$ cat src/rtl/vape_exec_monitor.sv
//------------------------------------------------------------------------------
// Module  : vape_exec_monitor
// Brief   : Watches PC, IRQ and DMA activity to flag a legal, untampered run
//           through the executable region [ER_min, ER_max].
//           Optional completion counter enabled by macro VAPE_DONE_CNT_EN.
// Revision: 1.0 - initial release
//------------------------------------------------------------------------------
`default_nettype none

module vape_exec_monitor (
  input  logic        clk,
  input  logic        reset_n,
  input  logic [15:0] pc,
  input  logic        irq,
  input  logic        dma_en,
  input  logic        exec_imm,
  input  logic [15:0] ER_min,
  input  logic [15:0] ER_max,
  output logic        exec,
  output logic        er_active,
  output logic [7:0]  done_cnt
);

  typedef enum logic [1:0] {
    IDLE  = 2'd0,
    RUN   = 2'd1,
    DONE  = 2'd2,
    ABORT = 2'd3
  } state_t;

  state_t      r_state;
  state_t      w_next;
  logic [15:0] r_pc_prev;
  logic        r_exec;
  logic        r_er_active;

  logic w_in_er;
  logic w_at_entry;
  logic w_entry_ok;
  logic w_run_abort;

  assign w_in_er     = (pc >= ER_min) && (pc <= ER_max);
  assign w_at_entry  = (pc == ER_min);
  assign w_entry_ok  = w_at_entry && !irq && !dma_en;
  // Leaving the ER anywhere other than from its last address is a violation
  assign w_run_abort = irq || dma_en || !exec_imm ||
                       (!w_in_er && (r_pc_prev != ER_max));

  always_comb begin
    w_next = r_state;
    case (r_state)
      IDLE, ABORT: begin
        if (w_entry_ok) w_next = RUN;
      end
      RUN: begin
        if (w_run_abort)  w_next = ABORT;
        else if (!w_in_er) w_next = DONE;
        else               w_next = RUN;
      end
      DONE: begin
        if (w_entry_ok)                    w_next = RUN;
        else if (!exec_imm && !w_at_entry) w_next = ABORT;
      end
      default: w_next = IDLE;
    endcase
  end

  always_ff @(posedge clk or negedge reset_n) begin
    if (!reset_n) begin
      r_state     <= IDLE;
      r_pc_prev   <= 16'h0000;
      r_exec      <= 1'b0;
      r_er_active <= 1'b0;
    end else begin
      r_state     <= w_next;
      r_pc_prev   <= pc;
      r_exec      <= (w_next == DONE);
      r_er_active <= (w_next == RUN);
    end
  end

  assign exec      = r_exec;
  assign er_active = r_er_active;

`ifdef VAPE_DONE_CNT_EN
  logic [7:0] r_done_cnt;
  logic       w_complete;

  assign w_complete = (r_state == RUN) && (w_next == DONE);

  always_ff @(posedge clk or negedge reset_n) begin
    if (!reset_n) begin
      r_done_cnt <= 8'h00;
    end else if (w_complete && (r_done_cnt != 8'hFF)) begin
      r_done_cnt <= r_done_cnt + 8'h01;
    end
  end

  assign done_cnt = r_done_cnt;
`else
  assign done_cnt = 8'h00;
`endif

endmodule

`default_nettype wire

$ cat config.mk
export PLATFORM = sky130hd
export DESIGN_NAME = vape_exec_monitor
export DESIGN_NICKNAME = d
export VERILOG_FILES = /design/src/rtl/vape_exec_monitor.sv
export SDC_FILE = /design/constraint.sdc
export NUM_CORES = 1
export LEC_CHECK = 0
export ABC_CLOCK_PERIOD_IN_PS = 5300
export CORE_MARGIN = 4
export CORE_UTILIZATION = 25
export CTS_BUF_LIST = sky130_fd_sc_hd__clkbuf_4
export CTS_CLUSTER_SIZE = 24
export DETAILED_ROUTE_END_ITERATION = 8
export GPL_ROUTABILITY_DRIVEN = 0
export SETUP_SLACK_MARGIN = 0.15
export SKIP_CTS_REPAIR_TIMING = 1
export SLEW_MARGIN = 20
export SYNTH_ARGS = -nofsm -noshare
export SYNTH_HDL_FRONTEND = slang
export SYNTH_SLANG_ARGS = --single-unit
$ cat constraint.sdc
create_clock -name clk -period 5.3 [get_ports clk]
set_input_delay 0.53 -clock clk [delete_from_list [all_inputs] [get_ports clk]]
set_output_delay 0.53 -clock clk [all_outputs]
set_load 0.005 [all_outputs]
* After elaboration in Yosys (flattened, before gate mapping) *
Cells that the tools add are included.

storage, ports and cells
  bits in registers = 20
  bits of input ports = 53
  word-level logic and storage cells = 34
  output and inout bits = 10

cells by class
  equal/unequal tests = 7
  muxes and demuxes = 6
  reductions and logical operators = 15
  magnitude comparators = 2

operators with widths
  kind                                                              count
  16-bit == test                                                    1
  16-bit >= comparator                                              1
  16-bit <= comparator                                              1
  16-bit inequality test                                            1
  2-bit two-way mux                                                 5
  2-bit == test (second input constant)                             3
  2-bit case mux with 3 select lines                                1
  1-bit logical AND                                                 5
  1-bit zero test                                                   5
  2-bit by 1-bit == test with 1-bit output (second input constant)  2
  1-bit logical OR                                                  3
  2-bit zero test                                                   1
  2-bit OR reduction                                                1

* Longest topological paths before layout *
Gate-level depths: netlist of the first run.

  word-level depth = 8
  gate-level depth with buffers = 9

* Worst setup path before layout of the first run *
Ideal clock, no wire load.

  path type = input port to flip-flop
  from = input port ER_min[13]
  to = register r_exec, in the netlist exec
  stages on the path = 9
  slack = 2.910 ns
  path buffers = 0
  arrival time = 2.269 ns
  path through = inv_1 -> ha_1 -> nand4_2 -> nor4_4 -> mux2_4 -> or2_1 -> and2_1 -> a22oi_2 -> nor2b_2

between the ends
  longest elaborated chain between the ends = 8
  elaborated cells on any way between the ends = 17
  those cells by class = order compare: 1; eq/ne: 2; mux: 6; reduce/logical: 8

RTL lines
  what                                    RTL line  text
  start, declared                         17        input logic [15:0] ER_min,
  16-bit >= comparator                    42        assign w_in_er = (pc >= ER_min) && (pc <= ER_max);
  1-bit logical AND                       42
  1-bit zero test                         -
  1-bit logical AND                       47        (!w_in_er && (r_pc_prev != ER_max));
  1-bit logical OR                        46        assign w_run_abort = irq || dma_en || !exec_imm ||
  2-bit two-way mux                       56        if (w_run_abort) w_next = ABORT;
  2-bit case mux with 3 select lines (*)  51        case (r_state)
  2-bit == test (*)                       77        r_exec <= (w_next == DONE);
  end signal, assigned                    77
  end, declared                           34        logic r_exec;

Mark *: on every way between the ends. The rest lies on a longest branch, timed or not.

* Final worst setup path of the first run *
  from = input port pc[1]
  to = register r_er_active, in the netlist er_active

between the ends
  longest elaborated chain between the ends = 8
  elaborated cells on any way between the ends = 18
  those cells by class = order compare: 2; eq/ne: 2; mux: 6; reduce/logical: 8

RTL lines
  what                                                          RTL line  text
  start, declared                                               13        input logic [15:0] pc,
  16-bit >= comparator or 16-bit <= comparator (tied branches)  42
  1-bit logical AND                                             42
  1-bit zero test                                               -
  1-bit logical AND                                             47
  1-bit logical OR                                              46
  2-bit two-way mux                                             56
  2-bit case mux with 3 select lines (*)                        51
  2-bit by 1-bit == test with 1-bit output (*)                  78        r_er_active <= (w_next == RUN);
  end signal, assigned                                          78
  end, declared                                                 35        logic r_er_active;

Marked as above.

==> flow_metrics.py, run 1 <==
metrics = {
    "detailed_routing": {
        "post_drt_wl_per_cell_um": 12.9,
        "totalWireLength_mm": 4.49,
        "drt_iter0_drc": 55,
        "via_per_inst": 4.31,
        "drtAntennaViolNets": 0,
        "vias": 1504,
        "drt_first_pass_iters": 4,
        "drc": 0,
    },
    "clock_tree": {
        "cts.htree.levels": 1,
        "clockRootBuffer": "clkbuf_4",
        "clkLatencyLatePin_ps": 310,
        "cts_buffers": 3,
        "cts.sinks": 20,
        "cts.path.max_buffers": 2,
        "clk_pin_slew_ps": 130,
        "cts_tree": "built",
    },
    "synth": {
        "yosysWarnings": 0,
        "syn_area_per_cell_um2": 9.18,
        "synthAdderAreaFrac_pct": 23.6,
        "synth_xor_area_share_pct": 7.79,
        "yosysTopAreaCell": "dfrtp_1",
        "syn_inst": 196,
        "synth-compound-area-share_pct": 14.0,
        "ys_seq_elements": 20,
        "synth.distinct_cells": 39,
        "synth_top_family_by_area": "adder cells",
        "synth.area.mux_share_pct": 0.834,
        "synth_area_mm2": 0.00180,
        "synthSimpleGateAreaFrac_pct": 15.2,
        "synth-seq-area-share_pct": 27.8,
        "synth_top_area_share_pct": 27.8,
        "synthTopCellsByArea": "dfrtp_1 28%, ha_1 24%, inv_1 7.1%",
    },
    "critical_path": {
        "criticalPathCategory": "in -> reg",
        "critPathMaxFanout": 4,
        "crit-reg2reg-launch": "r_state[0]",
        "worstPathRequired_ps": 5520,
        "cp_top_family": "simple AND/OR/NAND/NOR gates",
        "timing.rr.end": "er_active",
        "worstSetupEndpointType": "flip-flop",
        "rrSetupSlack_ps": 3250,
        "worstPathArrival_ps": 2940,
        "critPathBufInv": 1,
        "crit_chain": "clkdlybuf4s50_1, ha_1, nand4_2, nor4_4, mux2_4, or2_1, and2_1, o32ai_1",
        "rr_worst_depth": 8,
        "slowest_delay_ps": 470,
        "setup.worst_path.start_class": "input port",
        "cpMaxStageDelayCell": "clkdlybuf4s50_1",
    },
    "job": {
        "maxCapViolCount": 0,
    },
    "layout": {
        "finalNonFillerCells": 349,
        "final_cell_mix": "53 x clkdlybuf4s50_1, 34 x inv_1, 34 x ha_1, 20 x dfrtp_1",
        "post-route-util_pct": 35.8,
        "drive_gt1_share_pct": 6.72,
        "final_common_cell": "clkdlybuf4s50_1",
        "antenna_cells": 0,
        "area_growth_pct": 37.5,
        "fin_nets": 341,
    },
    "pwr": {
        "p_sw_share_pct": 35.7,
        "fin_total_pwr_uw": 659,
        "power.internal_uw": 424,
        "p_leak_uw": 0.00119,
        "p_per_area_mw_per_mm2": 266,
        "power_frac_clock_pct": 19.5,
        "seqPwrFrac_pct": 28.5,
        "combPwrFrac_pct": 52.0,
        "switching_power_uw": 235,
        "peakVddDrop_mv": 0.135,
    },
    "global_routing": {
        "grt_overflow": 0,
        "grt_usage_pct": 10.8,
        "grt_pass1_wl_mm": 7.51,
        "grt_max_degree": 21,
        "antenna_found_initial": 0,
        "grt_pass1_vias": 1580,
    },
    "floorplan": {
        "num_io_pins": 63,
        "die_w_um": 92.8,
        "fp-row-count": 30,
        "die-area_mm2": 0.00862,
        "core_region_area_mm2": 0.00691,
        "die_y_um": 92.8,
        "start_util_pct": 26.1,
    },
    "hold_path": {
        "hp-class": "in -> async",
    },
    "place": {
        "dp_hpwl_mm": 4.00,
        "port_buffers": 54,
        "dp_cells": 345,
        "preCtsSetupSlack_ps": 2240,
    },
    "sta": {
        "post-route-period-util_pct": 51.4,
        "rsz0062_at_grt": "false",
        "fmax_mhz": 367,
        "clock_skew_ps": 5.10,
        "setup_viol": 0,
        "drv_slew": 0,
        "fin_crit_ps": 2720,
        "setup_slack_ps": 2580,
        "finalSetupTns_ps": 0,
        "finalHoldViolCount": 0,
    },
    "status": {
        "status": "finished, final reports clean",
    },
}
## synthesized netlist by cell type (all sizes together)
| library cell | n |
|---|---|
| xor2 | 14 |
| nand2 | 8 |
| nor2 | 9 |
| o21ai | 6 |
| a21oi | 14 |
| a31oi | 1 |
| o31ai | 1 |
| nand4 | 8 |
| nand2b | 3 |
| buf | 8 |
| or2 | 2 |
| o211ai | 2 |
| nor2b | 2 |
| a2111oi | 1 |
| and2 | 1 |
| nand3 | 5 |
| o32ai | 1 |
| a211o | 1 |
| nor4 | 5 |
| ha | 34 |
| xnor2 | 2 |
| a22oi | 1 |
| o21a | 1 |
| a21o | 3 |
| nor3 | 3 |
| a221oi | 1 |
| a2bb2oi | 2 |
| mux2 | 1 |
| inv | 34 |
| dfrtp | 20 |
| conb | 1 |
| a221o | 1 |
## worst max-delay path by stage
stage	startpoint	to	slack (ps)	depth (start not counted)
global route	ER_min[3]	er_active	2460	9
detailed placement	pc[1]	er_active	2240	8
CTS	pc[1]	er_active	2570	8
finish	pc[1]	er_active	2580	8
floorplan	ER_min[13]	exec	2910	9
global placement	ER_min[13]	exec	2340	10
## power groups by stage
stage | registers (uW) | logic (uW) | clock network (uW)
final | 188 | 342 | 129
after global routing | 191 | 378 | 141
after CTS | 188 | 342 | 132
after detailed placement | 191 | 341 | 0
after global placement | 191 | 332 | 0
after floorplan | 189 | 235 | 0
## worst register-to-register path: stages, from the launching register on
cell and delay (ps):
dfrtp_1 430, inv_1 60, ha_1 360, nor2_1 110
nor2_1 50, mux2_4 280, or2_1 220, and2_1 170
o32ai_1 280
## layer usage
metal	global-route usage, %	part of all wire (%)	vias up
met5	0	0	-
met4	2.20	0.76	0
met3	2.19	5.5	4
met2	18.4	48	43
met1	14.1	45	676
li1	-	-	781
## through the flow
| step | hold WS [ps] | cell area, um2 |
|---|---|---|
| 6_report | 152 | 2470 |
| 5_1_grt | 171 | 2470 |
| 4_1_cts | 669 | 2480 |
| 3_5_place_dp | 746 | 2430 |
| 3_3_place_gp | 719 | 2430 |
| 2_1_floorplan | 234 | 1830 |
## cell families (layout without fill, tap and decap cells)
group	Yosys count	count (layout)
AOI/OAI and AO/OA	36	36
xor gates and xnor gates	16	16
adders and majority gates	34	34
buffers and inverters	42	92
DFF	20	20
muxes	1	1
other	1	8
and+or+nand+nor	46	46
## sequential cells by signal, summed over array words and instances (netlist names)
name,count
r_pc_prev,16
exec,1
er_active,1
r_state,2
## area by class of cell
| class | count | area [um2] |
|---|---|---|
| Clock buffer | 3 | 22.5 |
| Clock inverter | 1 | 30.0 |
| Fill cell | 728 | 4430 |
| Inverter | 34 | 128 |
| Multi-Input combinational cell | 141 | 1140 |
| Sequential cell | 20 | 500 |
| Tap cell | 96 | 120 |
| Timing Repair Buffer | 54 | 536 |
Power figures use the tool's default switching activity.
==> run 2: changes to the inputs <==
- ABC_CLOCK_PERIOD_IN_PS: 5300 -> 2800
- clock period: 5.3 -> 2.8 ns (I/O delays scaled with it)
==> flow_metrics.py, run 2 (synthesized netlist as in run 1, its figures left out) <==
metrics = {
    "pwr": {
        "power.internal_uw": 709,
        "p_per_area_mw_per_mm2": 463,
        "power_frac_clock_pct": 12.2,
        "p_sw_share_pct": 38.0,
        "combPwrFrac_pct": 56.7,
        "switching_power_uw": 434,
        "p_leak_uw": 0.00119,
        "peakVddDrop_mv": 0.186,
        "fin_total_pwr_uw": 1140,
        "seqPwrFrac_pct": 31.1,
    },
    "sta": {
        "drv_slew": 0,
        "clock_skew_ps": 4.32,
        "setup_viol": 0,
        "finalHoldViolCount": 0,
        "fmax_mhz": 424,
        "finalSetupTns_ps": 0,
        "rsz0062_at_grt": "false",
        "post-route-period-util_pct": 84.3,
        "fin_crit_ps": 2360,
    },
    "clock_tree": {
        "clk_pin_slew_ps": 120,
        "cts_buffers": 3,
        "cts_tree": "built",
        "cts.htree.levels": 1,
        "clockRootBuffer": "clkbuf_4",
        "cts.path.max_buffers": 2,
        "cts.sinks": 20,
        "clkLatencyLatePin_ps": 300,
    },
    "layout": {
        "multi_input_area_mm2": 0.00114,
        "finalNonFillerCells": 351,
        "area_growth_pct": 37.3,
        "fillers": 766,
        "final_common_cell": "clkdlybuf4s50_1",
        "fin_nets": 344,
        "top_register": "r_pc_prev",
        "reg_top3": "r_pc_prev x16, r_state x2",
        "final_cell_mix": "54 x clkdlybuf4s50_1, 34 x inv_1, 34 x ha_1, 20 x dfrtp_1",
        "antenna_cells": 0,
        "largest_reg_flops": 16,
        "drive_gt1_share_pct": 7.06,
        "seqCellArea_um2": 500,
        "post-route-util_pct": 35.8,
    },
    "global_routing": {
        "grt_pass1_vias": 1612,
        "grt_max_degree": 21,
        "grt_overflow": 0,
        "grt_usage_pct": 10.5,
        "grt_pass1_wl_mm": 7.30,
        "antenna_found_initial": 0,
    },
    "detailed_routing": {
        "via_per_inst": 4.35,
        "post_drt_wl_per_cell_um": 12.4,
        "drc": 0,
        "totalWireLength_mm": 4.36,
        "drtAntennaViolNets": 0,
        "vias": 1526,
        "drt_first_pass_iters": 4,
        "drt_iter0_drc": 30,
    },
    "critical_path": {
        "worstPathRequired_ps": 3000,
        "worstSetupEndpointType": "flip-flop",
        "worstPathArrival_ps": 2560,
        "setup.worst_path.start_class": "input port",
        "rr_worst_depth": 9,
        "criticalPathCategory": "in -> reg",
        "critPathMaxFanout": 3,
    },
    "floorplan": {
        "fp-row-count": 30,
        "die-area_mm2": 0.00862,
        "core_region_area_mm2": 0.00691,
        "die_w_um": 92.8,
        "die_y_um": 92.8,
        "num_io_pins": 63,
        "start_util_pct": 26.1,
    },
    "job": {
        "maxCapViolCount": 0,
    },
    "hold_path": {
        "hp-class": "in -> async",
    },
    "place": {
        "dp_hpwl_mm": 3.96,
        "port_buffers": 54,
        "dp_cells": 348,
    },
    "status": {
        "status": "finished, final reports clean",
    },
}
run 2: cell count changes in the layout (fill, tap and decap cells not counted), sizes merged:
cell	before	now
clkdlybuf4s50	53	54
buf	1	3
bufinv	1	0
run 2: worst max-delay path, stage by stage:
cell and delay [ps]:
clkdlybuf4s50_1 480, inv_1 60, ha_1 290, nand4_2 140
nor4_4 340, mux2_4 340, or2_1 220, and2_1 170
a22oi_2 200, nor2b_2 50
run 2: cell type report:
| class | count | area share [%] |
|---|---|---|
| Inverter | 34 | 5.16 |
| Clock buffer | 3 | 0.911 |
| Timing Repair Buffer | 57 | 22.8 |
| Tap cell | 96 | 4.86 |
| Sequential cell | 20 | 20.3 |
| Multi-Input combinational cell | 141 | 46.0 |
run 2: routing by layer:
metal	global-route usage, %	up-vias	part of all wire (%)
met2	17.5	38	47
met1	14.2	702	47
met4	1.83	0	0.55
met5	0	-	0
met3	2.19	5	5.1
li1	-	781	-
run 2: power by group through the flow:
stage	registers (uW)	logic [uW]	clock network, uW
detailed placement	362	649	0
floorplan	358	445	0
global route	362	730	155
finish	355	648	140
global placement	361	635	0
CTS	356	651	146
run 2: path summary, 6_finish.rpt:
check,end,startpoint,slack (ps)
min in group clk,r_pc_prev[0],pc[0],440
max,exec,pc[0],440
min,er_active,reset_n,320
max reg2reg,exec,r_state[0],780
min reg2reg,r_state[1],r_state[1],740
max in group asynchronous,r_pc_prev[1],reset_n,2260
run 2: through the flow:
stage	worst slack (ps)	cell area, um2	hold slack, ps
detailed placement	110	2450	661
floorplan	660	1830	-15.6
CTS	439	2470	333
global route	276	2470	346
finish	440	2470	325
global placement	137	2450	657
==> run 3: changes to the inputs <==
- ABC_CLOCK_PERIOD_IN_PS: 2800 -> 2150
- clock period: 2.8 -> 2.15 ns (I/O delays scaled with it)
==> flow_metrics.py, run 3 (synthesized netlist as in run 1, its figures left out) <==
metrics = {
    "pwr": {
        "p_leak_uw": 0.00171,
        "seqPwrFrac_pct": 25.4,
        "power_frac_clock_pct": 10.7,
        "peakVddDrop_mv": 0.286,
        "switching_power_uw": 701,
        "p_per_area_mw_per_mm2": 566,
        "combPwrFrac_pct": 63.9,
        "fin_total_pwr_uw": 1840,
        "p_sw_share_pct": 38.1,
        "power.internal_uw": 1140,
    },
    "layout": {
        "drive_gt1_share_pct": 37.4,
        "largest_reg_flops": 16,
        "final_cell_mix": "44 x buf_4, 36 x dlymetal6s2s_1, 22 x ha_4, 20 x dfrtp_1, 17 x clkdlybuf4s50_1",
        "area_growth_pct": 80.7,
        "reg_top3": "r_pc_prev x16, r_state x2",
        "antenna_cells": 0,
        "fin_nets": 385,
        "top_register": "r_pc_prev",
        "final_common_cell": "buf_4",
    },
    "global_routing": {
        "grt_usage_pct": 11.3,
        "grt_pass1_vias": 1712,
        "antenna_found_initial": 0,
        "grt_pass1_wl_mm": 7.75,
        "grt_overflow": 0,
        "grt_max_degree": 21,
    },
    "critical_path": {
        "setup.worst_path.start_class": "input port",
        "rrSetupSlack_ps": 250,
        "critPathMaxFanout": 4,
        "crit-reg2reg-launch": "r_state[0]",
        "worstPathArrival_ps": 2190,
        "timing.rr.end": "exec",
        "worstSetupEndpointType": "flip-flop",
        "rr_worst_depth": 9,
        "criticalPathCategory": "in -> reg",
        "worstPathRequired_ps": 2400,
    },
    "floorplan": {
        "num_io_pins": 63,
        "die_w_um": 92.8,
        "start_util_pct": 26.1,
        "die_y_um": 92.8,
        "fp-row-count": 30,
        "die-area_mm2": 0.00862,
        "core_region_area_mm2": 0.00691,
    },
    "clock_tree": {
        "cts.sinks": 20,
        "clockRootBuffer": "clkbuf_4",
        "clk_pin_slew_ps": 130,
        "cts.htree.levels": 1,
        "cts_tree": "built",
        "clkLatencyLatePin_ps": 310,
        "cts.path.max_buffers": 2,
        "cts_buffers": 3,
    },
    "detailed_routing": {
        "drt_first_pass_iters": 4,
        "drc": 0,
        "via_per_inst": 4.24,
        "totalWireLength_mm": 5.14,
        "vias": 1668,
        "post_drt_wl_per_cell_um": 13.1,
        "drt_iter0_drc": 43,
        "drtAntennaViolNets": 0,
    },
    "place": {
        "dp_hpwl_mm": 4.27,
        "port_buffers": 54,
    },
    "sta": {
        "finalHoldViolCount": 0,
        "setup_viol": 0,
        "fmax_mhz": 517,
        "clock_skew_ps": 2.00,
        "finalSetupTns_ps": 0,
        "drv_slew": 0,
        "fin_crit_ps": 1930,
        "rsz0062_at_grt": "false",
        "post-route-period-util_pct": 90.0,
    },
    "status": {
        "status": "finished, final reports clean",
    },
    "hold_path": {
        "hold_depth": 1,
        "hp-start": "pc[0]",
        "hold_path_end": "r_pc_prev[0]",
        "hp-class": "in -> reg",
    },
    "job": {
        "maxCapViolCount": 0,
    },
}
-- run 3: metal layers --
metal	vias to the layer above	share of wire (%)	global-route usage, %
met5	-	0	0
met4	0	0.47	2.08
met3	4	4.0	1.87
met2	33	53	20.5
met1	770	42	14.0
li1	861	-	-
-- run 3: layout make-up --
cell class	instances	area, um2
fillers	674	3650
multi-input cells	141	1500
repair buffers	98	956
flip-flops and latches	20	500
inverters	34	148
well taps	96	120
clock buffers	3	22.5
clock inverters	1	3.75
-- run 3: power groups by stage --
| stage | clock network [uW] | logic, uW | registers, uW |
|---|---|---|---|
| floorplan | 0 | 653 | 467 |
| global placement | 0 | 974 | 470 |
| detailed placement | 0 | 1010 | 471 |
| CTS | 205 | 1020 | 464 |
| global route | 216 | 1290 | 471 |
| finish | 196 | 1180 | 467 |
-- run 3: worst max path at each step --
| stage | slack, ps | start | to | depth (start not counted) |
|---|---|---|---|---|
| detailed placement | -620 | ER_min[5] | exec | 10 |
| finish | 220 | ER_max[10] | exec | 10 |
| global route | 130 | ER_max[7] | er_active | 9 |
| floorplan | 140 | ER_min[5] | exec | 9 |
| CTS | -280 | ER_min[5] | er_active | 9 |
| global placement | -580 | ER_min[5] | exec | 10 |
-- run 3: critical path, cell delays in order --
cell             delay (ps)
clkdlybuf4s50_1         500
inv_1                    50
ha_1                    290
nand4_1                 120
buf_4                   170
a2111oi_4               300
nor3_2                   80
o21ai_2                 250
a22oi_2                  90
nor2b_2                 120
-- run 3: through the flow --
stage                     std cells  area [um2]  setup slack (ps)  hold WS (ps)  utilization, %
final                           393        3250               215          64.6            47.1
after global routing            393        3250               125          57.2            47.1
after CTS                       387        2890              -284           251            41.8
after detailed placement        383        2860              -618           589            41.4
after global placement          383        2860              -578           591            41.4
after floorplan                 203        1980               141         -80.6               -
